**config.mk**
```make
export PLATFORM = sky130hd
export DESIGN_NAME = mem_access_unit_flat
export DESIGN_NICKNAME = d
export VERILOG_FILES = /design/src/rtl/mem_access_unit_if.sv /design/src/rtl/mem_access_unit.sv /design/src/flat_wrapper.sv
export SDC_FILE = /design/constraint.sdc
export NUM_CORES = 1
export LEC_CHECK = 0
export BUFFER_PORTS_ARGS = -buffer_cell sky130_fd_sc_hd__buf_4
export CORE_MARGIN = 3
export CORE_UTILIZATION = 57
export DETAILED_ROUTE_END_ITERATION = 10
export GPL_TIMING_DRIVEN = 0
export PLACE_DENSITY = 0.95
export SKIP_CTS_REPAIR_TIMING = 1
export SLEW_MARGIN = 15
export SYNTH_ARGS = -nofsm -noshare
export SYNTH_HDL_FRONTEND = slang
export SYNTH_SLANG_ARGS = --single-unit
```
**constraint.sdc**
```tcl
create_clock -name clk -period 5.94 [get_ports clk]
set_input_delay 0.297 -clock clk [delete_from_list [all_inputs] [get_ports clk]]
set_output_delay 0.297 -clock clk [all_outputs]
set_load 0.01 [all_outputs]
```
**src/rtl/mem_access_unit_if.sv**
```systemverilog
// Bundles the request/response handshake and data-memory port of mem_access_unit.
// master = execute stage plus data memory; slave = the access unit.
interface mem_access_unit_if;
    logic        req_valid;
    logic        req_ready;
    logic        req_we;
    logic [1:0]  req_size;
    logic        req_unsigned;
    logic [31:0] req_addr;
    logic [31:0] req_wdata;
    logic        rsp_valid;
    logic        rsp_ready;
    logic [31:0] rsp_rdata;
    logic        rsp_err;
    logic [31:0] mem_r_addr;
    logic [31:0] mem_w_addr;
    logic [31:0] mem_w_data;
    logic [3:0]  mem_we;
    logic [31:0] mem_r_data;

    modport master (
        output req_valid, req_we, req_size, req_unsigned, req_addr, req_wdata,
               rsp_ready, mem_r_data,
        input  req_ready, rsp_valid, rsp_rdata, rsp_err,
               mem_r_addr, mem_w_addr, mem_w_data, mem_we
    );

    modport slave (
        input  req_valid, req_we, req_size, req_unsigned, req_addr, req_wdata,
               rsp_ready, mem_r_data,
        output req_ready, rsp_valid, rsp_rdata, rsp_err,
               mem_r_addr, mem_w_addr, mem_w_data, mem_we
    );
endinterface

```
**src/rtl/mem_access_unit.sv**
```systemverilog
// Byte-addressed load/store front end for a word-wide data memory: lane-shifts stores,
// extracts and extends loads, and splits misaligned accesses into two word accesses.
module mem_access_unit #(
    parameter int unsigned MEM_WORDS = 24576,
    parameter logic [31:0] BASE_ADDR = 32'h0
) (
    input logic              clk,
    input logic              rst_n,
    mem_access_unit_if.slave bus
);
    typedef enum logic [1:0] {IDLE, ACC0, ACC1, RESP} state_e;

    state_e      state_q, state_d;
    logic        we_q, we_d;
    logic [1:0]  size_q, size_d;
    logic        uns_q, uns_d;
    logic [1:0]  off_q, off_d;
    logic [31:0] widx_q, widx_d;
    logic [31:0] wdata_q, wdata_d;
    logic        split_q, split_d;
    logic        err_q, err_d;
    logic [31:0] rbuf_q, rbuf_d;

    logic [31:0] rel_addr;
    logic [31:0] req_widx;
    logic [2:0]  req_nbytes;
    logic        req_split;
    logic        req_err;
    logic [3:0]  byte_mask;
    logic [7:0]  lanes;
    logic [63:0] st_shift;
    logic [31:0] load_result;

    // Request decode, evaluated while IDLE so it can be latched at the accept edge.
    always_comb begin
        rel_addr = bus.req_addr - BASE_ADDR;
        req_widx = {2'b00, rel_addr[31:2]};
        unique case (bus.req_size)
            2'd0:    req_nbytes = 3'd1;
            2'd1:    req_nbytes = 3'd2;
            default: req_nbytes = 3'd4;
        endcase
        req_split = ({1'b0, rel_addr[1:0]} + req_nbytes) > 3'd4;
        req_err   = (bus.req_size == 2'd3) || (bus.req_addr < BASE_ADDR) ||
                    (req_widx >= MEM_WORDS) ||
                    (req_split && (req_widx + 32'd1 >= MEM_WORDS));
    end

    // Lanes and data span two words: low half goes to widx, high half to widx+1.
    always_comb begin
        unique case (size_q)
            2'd0:    byte_mask = 4'b0001;
            2'd1:    byte_mask = 4'b0011;
            default: byte_mask = 4'b1111;
        endcase
        lanes    = {4'b0000, byte_mask} << off_q;
        st_shift = {32'b0, wdata_q} << {off_q, 3'b000};
        unique case (size_q)
            2'd0:    load_result = {{24{~uns_q & rbuf_q[7]}}, rbuf_q[7:0]};
            2'd1:    load_result = {{16{~uns_q & rbuf_q[15]}}, rbuf_q[15:0]};
            default: load_result = rbuf_q;
        endcase
    end

    always_comb begin
        // NOTE: every output and next-state value gets a default first, so no path
        // through the case statement can infer a latch.
        state_d        = state_q;
        we_d           = we_q;
        size_d         = size_q;
        uns_d          = uns_q;
        off_d          = off_q;
        widx_d         = widx_q;
        wdata_d        = wdata_q;
        split_d        = split_q;
        err_d          = err_q;
        rbuf_d         = rbuf_q;
        bus.req_ready  = 1'b0;
        bus.rsp_valid  = 1'b0;
        bus.rsp_rdata  = 32'h0;
        bus.rsp_err    = 1'b0;
        bus.mem_r_addr = 32'h0;
        bus.mem_w_data = 32'h0;
        bus.mem_we     = 4'b0000;

        unique case (state_q)
            IDLE: begin
                bus.req_ready = 1'b1;
                if (bus.req_valid) begin
                    we_d    = bus.req_we;
                    size_d  = bus.req_size;
                    uns_d   = bus.req_unsigned;
                    off_d   = rel_addr[1:0];
                    widx_d  = req_widx;
                    wdata_d = bus.req_wdata;
                    split_d = req_split;
                    err_d   = req_err;
                    rbuf_d  = 32'h0;
                    state_d = req_err ? RESP : ACC0;
                end
            end
            ACC0: begin
                bus.mem_r_addr = widx_q;
                if (we_q) begin
                    bus.mem_we     = lanes[3:0];
                    bus.mem_w_data = st_shift[31:0];
                end else begin
                    rbuf_d = bus.mem_r_data >> {off_q, 3'b000};
                end
                state_d = split_q ? ACC1 : RESP;
            end
            ACC1: begin
                bus.mem_r_addr = widx_q + 32'd1;
                if (we_q) begin
                    bus.mem_we     = lanes[7:4];
                    bus.mem_w_data = st_shift[63:32];
                end else begin
                    // Only reached when off_q is non-zero, so the shift stays below 32.
                    rbuf_d = rbuf_q | (bus.mem_r_data << (6'd32 - {1'b0, off_q, 3'b000}));
                end
                state_d = RESP;
            end
            RESP: begin
                bus.rsp_valid = 1'b1;
                bus.rsp_err   = err_q;
                bus.rsp_rdata = (err_q || we_q) ? 32'h0 : load_result;
                if (bus.rsp_ready) begin
                    state_d = IDLE;
                end
            end
            default: state_d = IDLE;
        endcase
    end

    assign bus.mem_w_addr = bus.mem_r_addr;

    always_ff @(posedge clk or negedge rst_n) begin
        if (!rst_n) begin
            state_q <= IDLE;
            we_q    <= 1'b0;
            size_q  <= 2'd0;
            uns_q   <= 1'b0;
            off_q   <= 2'd0;
            widx_q  <= 32'h0;
            wdata_q <= 32'h0;
            split_q <= 1'b0;
            err_q   <= 1'b0;
            rbuf_q  <= 32'h0;
        end else begin
            // NOTE: non-blocking assignments so every register samples pre-edge values.
            state_q <= state_d;
            we_q    <= we_d;
            size_q  <= size_d;
            uns_q   <= uns_d;
            off_q   <= off_d;
            widx_q  <= widx_d;
            wdata_q <= wdata_d;
            split_q <= split_d;
            err_q   <= err_d;
            rbuf_q  <= rbuf_d;
        end
    end
endmodule
```
**src/flat_wrapper.sv**
```systemverilog
// flat-port wrapper written by rule: the top's interface ports become plain ports
module mem_access_unit_flat 
#(
    parameter int unsigned MEM_WORDS = 24576,
    parameter logic [31:0] BASE_ADDR = 32'h0
)
  (clk, rst_n, bus_req_valid, bus_req_we, bus_req_size, bus_req_unsigned, bus_req_addr, bus_req_wdata, bus_rsp_ready, bus_mem_r_data, bus_req_ready, bus_rsp_valid, bus_rsp_rdata, bus_rsp_err, bus_mem_r_addr, bus_mem_w_addr, bus_mem_w_data, bus_mem_we);
  mem_access_unit_if bus_i ();
  input logic clk;
  input logic rst_n;
  input wire logic [$bits(bus_i.req_valid)-1:0] bus_req_valid;
  input wire logic [$bits(bus_i.req_we)-1:0] bus_req_we;
  input wire logic [$bits(bus_i.req_size)-1:0] bus_req_size;
  input wire logic [$bits(bus_i.req_unsigned)-1:0] bus_req_unsigned;
  input wire logic [$bits(bus_i.req_addr)-1:0] bus_req_addr;
  input wire logic [$bits(bus_i.req_wdata)-1:0] bus_req_wdata;
  input wire logic [$bits(bus_i.rsp_ready)-1:0] bus_rsp_ready;
  input wire logic [$bits(bus_i.mem_r_data)-1:0] bus_mem_r_data;
  output wire logic [$bits(bus_i.req_ready)-1:0] bus_req_ready;
  output wire logic [$bits(bus_i.rsp_valid)-1:0] bus_rsp_valid;
  output wire logic [$bits(bus_i.rsp_rdata)-1:0] bus_rsp_rdata;
  output wire logic [$bits(bus_i.rsp_err)-1:0] bus_rsp_err;
  output wire logic [$bits(bus_i.mem_r_addr)-1:0] bus_mem_r_addr;
  output wire logic [$bits(bus_i.mem_w_addr)-1:0] bus_mem_w_addr;
  output wire logic [$bits(bus_i.mem_w_data)-1:0] bus_mem_w_data;
  output wire logic [$bits(bus_i.mem_we)-1:0] bus_mem_we;
  assign bus_i.req_valid = bus_req_valid;
  assign bus_i.req_we = bus_req_we;
  assign bus_i.req_size = bus_req_size;
  assign bus_i.req_unsigned = bus_req_unsigned;
  assign bus_i.req_addr = bus_req_addr;
  assign bus_i.req_wdata = bus_req_wdata;
  assign bus_i.rsp_ready = bus_rsp_ready;
  assign bus_i.mem_r_data = bus_mem_r_data;
  assign bus_req_ready = bus_i.req_ready;
  assign bus_rsp_valid = bus_i.rsp_valid;
  assign bus_rsp_rdata = bus_i.rsp_rdata;
  assign bus_rsp_err = bus_i.rsp_err;
  assign bus_mem_r_addr = bus_i.mem_r_addr;
  assign bus_mem_w_addr = bus_i.mem_w_addr;
  assign bus_mem_w_data = bus_i.mem_w_data;
  assign bus_mem_we = bus_i.mem_we;
  mem_access_unit #(.MEM_WORDS(MEM_WORDS), .BASE_ADDR(BASE_ADDR)) u_core (.clk(clk), .rst_n(rst_n), .bus(bus_i));
endmodule
```
==> flow_summary.json <==
{
  "outcome": "complete, no violations",
  "cp-end-kind": "register",
  "grt_usage_pct": 37.1,
  "yosysWarnings": 0,
  "clockBufferDepth": 2,
  "synth_area_um2": 8020,
  "first_iter_violations": 1254,
  "coreArea_um2": 13500,
  "clk_latency_ns": 0.37,
  "clkPwrFrac_pct": 11.1,
  "dr.pass1.iters": 9,
  "ys_async_sr_fraction_pct": 100,
  "grt_max_degree": 105,
  "area_growth_pct": 28.8,
  "finalSetupViolations": 0,
  "num_rows": 42,
  "io_pins": 239,
  "initial_utilization_pct": 59.4,
  "die_w_um": 125,
  "cts_buffers": 9,
  "n_fill_cell": 932,
  "maxSlewHeadroom_pct": 31.8,
  "cts_tree": "yes",
  "ir_worst_vdd_uv": 359,
  "drive_gt1_share_pct": 30.9,
  "rsz0062_at_grt": "false",
  "worst_pin_slew_ns": 1.02,
  "yosysSeqAreaShare_pct": 32.5,
  "synth-edff-count": 0,
  "synthSimpleGateAreaFrac_pct": 18.7,
  "htreeDepth": 3,
  "post-dp-hpwl_um": 22300,
  "drv_cap": 0,
  "synthAdderAreaFrac_pct": 1.34,
  "nNetsFinal": 1314,
  "pwr_density_cell_nw_per_um2": 543,
  "netlist_instances": 954,
  "clock_sinks": 104,
  "die_area_um2": 15500,
  "grt_pass1_vias": 8794,
  "dp_cells": 1367,
  "synth_seq_cells": 104,
  "ys_types": 61,
  "grt_pass1_wl_um": 46800,
  "totalWireLength_um": 30500,
  "antenna_found_initial": 0,
  "hold_violations": 0,
  "p_leak_nw": 4.71,
  "synthMuxAreaShare_pct": 16.0,
  "place.gp.congestion": 0.999,
  "port_buffers": 236,
  "maxSlewViolCount": 0,
  "routedWlPerCell_um": 22.0,
  "final_antenna_net_count": 0,
  "finalCriticalPeriod_ns": 4.33,
  "comb_power_share_pct": 64.6,
  "syn_area_per_cell_um2": 8.41,
  "cts_root_buf": "clkbuf_16",
  "p_sw_w": 0.00278,
  "die_h_um": 125,
  "clkTransAtPathRegs_ns": 0.08,
  "criticalPathCategory": "reg2reg",
  "worst-path-max-fanout": 10,
  "swShare_pct": 49.6,
  "n_antenna_cell": 0,
  "synth_flop_cell": "dfrtp_1",
  "synth-compound-area-share_pct": 23.1,
  "vias_per_cell": 6.73,
  "finalCritPeriodShare_pct": 72.9,
  "hold_path.class": "in2async",
  "synth_top_family_by_area": "compound AO/OA/AOI/OAI gates",
  "crit_path_start_kind": "register",
  "crit_required_ns": 6.23,
  "setup-tns-final_ns": 0,
  "synthXorXnorAreaFrac_pct": 0.109,
  "post_layout_nonfiller_instances": 1383,
  "p_int_w": 0.00282,
  "seqPwrFrac_pct": 24.2,
  "drcViolationCount": 0,
  "clock_skew_ns": 0.00978,
  "grt-ovfl-total": 0,
  "vias": 9304,
  "worst_ep_arrival_time_ns": 4.62,
  "fmax_ghz": 0.231
}
## synthesized netlist by cell type, types with 6 or more instances
| cell | count | area share (%) |
|---|---|---|
| a21oi_1 | 78 | 4.9 |
| clkbuf_1 | 54 | 2.5 |
| and2_1 | 34 | 2.7 |
| buf_2 | 11 | 0.69 |
| nand2_1 | 88 | 4.1 |
| a2bb2oi_1 | 8 | 0.87 |
| a211oi_1 | 8 | 0.75 |
| a31oi_1 | 7 | 0.55 |
| a32oi_1 | 14 | 1.5 |
| and3_1 | 12 | 0.94 |
| nor2_1 | 27 | 1.3 |
| o21ai_1 | 7 | 0.44 |
| a22oi_1 | 16 | 1.5 |
| dfrtp_1 | 104 | 32 |
| o21a_1 | 9 | 0.84 |
| nor4_1 | 6 | 0.47 |
| mux2_2 | 65 | 9.1 |
| o21ai_0 | 93 | 5.8 |
| nand3_1 | 35 | 2.2 |
| mux2i_1 | 55 | 6.9 |
| nor2b_1 | 30 | 2.3 |
| inv_1 | 33 | 1.5 |
| a211o_1 | 7 | 0.76 |
| ha_1 | 7 | 1.1 |
| nand4_1 | 12 | 0.94 |
| buf_4 | 34 | 3.2 |
| o22ai_1 | 18 | 1.4 |
| a21o_1 | 17 | 1.6 |
## layout by cell type (no fill, tap or decap), drive strengths merged, types with 30 or more instances in the layout
cell type	n
and2	34
mux2	65
nor2b	30
dfrtp	104
nand3	35
nand2	90
mux2i	55
inv	34
clkbuf	64
o21ai	100
a21oi	78
buf	286
## per-stage QoR
stage | cell area (um2) | hold slack, ns | setup WS [ns] | utilization, % | power (W)
global placement | 10000 | 0.485 | 2.05 | 74.2 | 0.00470
detailed placement | 10000 | 0.487 | 1.95 | 74.2 | 0.00482
CTS | 10300 | 0.103 | 1.89 | 76.5 | 0.00546
floorplan | 8020 | 0.00141 | 3.01 | - | 0.00356
finish | 10300 | 0.0254 | 1.61 | 76.5 | 0.00561
global route | 10300 | 0.152 | 1.49 | 76.5 | 0.00587
## per-layer routing
layer / part of all wire (%) / track usage (%)
met5: 0 / 0
met4: 5.3 / 16.7
met3: 13 / 7.63
met2: 47 / 61.1
met1: 35 / 47.1
## path summary, 6_finish.rpt
path / slack [ns] / from / end / cells after the start
max: 1.61 / u_core.off_q[1]$_DFFE_PN0P_ / u_core.rbuf_q[3]$_DFFE_PN0P_ / 12
min: 0.03 / rst_n / u_core.rbuf_q[19]$_DFFE_PN0P_ / 1
max reg2reg: 1.61 / u_core.off_q[1]$_DFFE_PN0P_ / u_core.rbuf_q[3]$_DFFE_PN0P_ / 12
min reg2reg: 0.51 / u_core.rbuf_q[1]$_DFFE_PN0P_ / u_core.rbuf_q[1]$_DFFE_PN0P_ / 2
max in group asynchronous: 5.19 / rst_n / u_core.widx_q[0]$_DFFE_PN0P_ / 1
min in group clk: 0.14 / bus_req_addr[1] / u_core.off_q[1]$_DFFE_PN0P_ / 3
## logic make-up after synthesis
kind of cell,count (synthesis)
fa+ha+maj,8
mux,120
compound gates,303
xor+xnor,1
other cells,1
buf+inv,138
simple gates,279
flops,104
## registers in the layout (all words and copies together) (netlist names)
name	count
u_core.widx_q	30
u_core.err_q	1
u_core.wdata_q	32
u_core.split_q	1
u_core.uns_q	1
u_core.state_q	2
u_core.rbuf_q	32
u_core.we_q	1
u_core.size_q	2
u_core.off_q	2
## power groups by stage
stage,clock (W),sequential (W),combinational (W)
after global routing,0.000643,0.00138,0.00385
after floorplan,0,0.00123,0.00233
final,0.000625,0.00136,0.00362
after global placement,0,0.00132,0.00338
after detailed placement,0,0.00134,0.00348
after CTS,0.000621,0.00133,0.00351
## worst max-delay path, cell delays in order (launching register included)
cell and delay, ns:
dfrtp_1 0.44, inv_1 0.24, clkbuf_1 0.41, clkbuf_1 0.52, buf_1 0.56, ha_1 0.36, clkbuf_1 0.27, or2_1 0.29
clkbuf_1 0.18, nor2_1 0.52, a21o_1 0.20, a32oi_1 0.06, o21ai_0 0.19
## layout make-up
| type | instances | area (um2) | share of cell area [%] |
|---|---|---|---|
| Sequential cell | 104 | 2600 | 25.2 |
| Timing Repair Buffer | 236 | 1780 | 17.2 |
| Buffer | 105 | 537 | 5.20 |
| Tap cell | 176 | 220 | 2.13 |
| Multi-Input combinational cell | 713 | 4760 | 46.1 |
| Clock buffer | 9 | 225 | 2.18 |
| Clock inverter | 7 | 86.3 | 0.836 |
| Inverter | 33 | 124 | 1.20 |
Power figures use the tool's default switching activity.
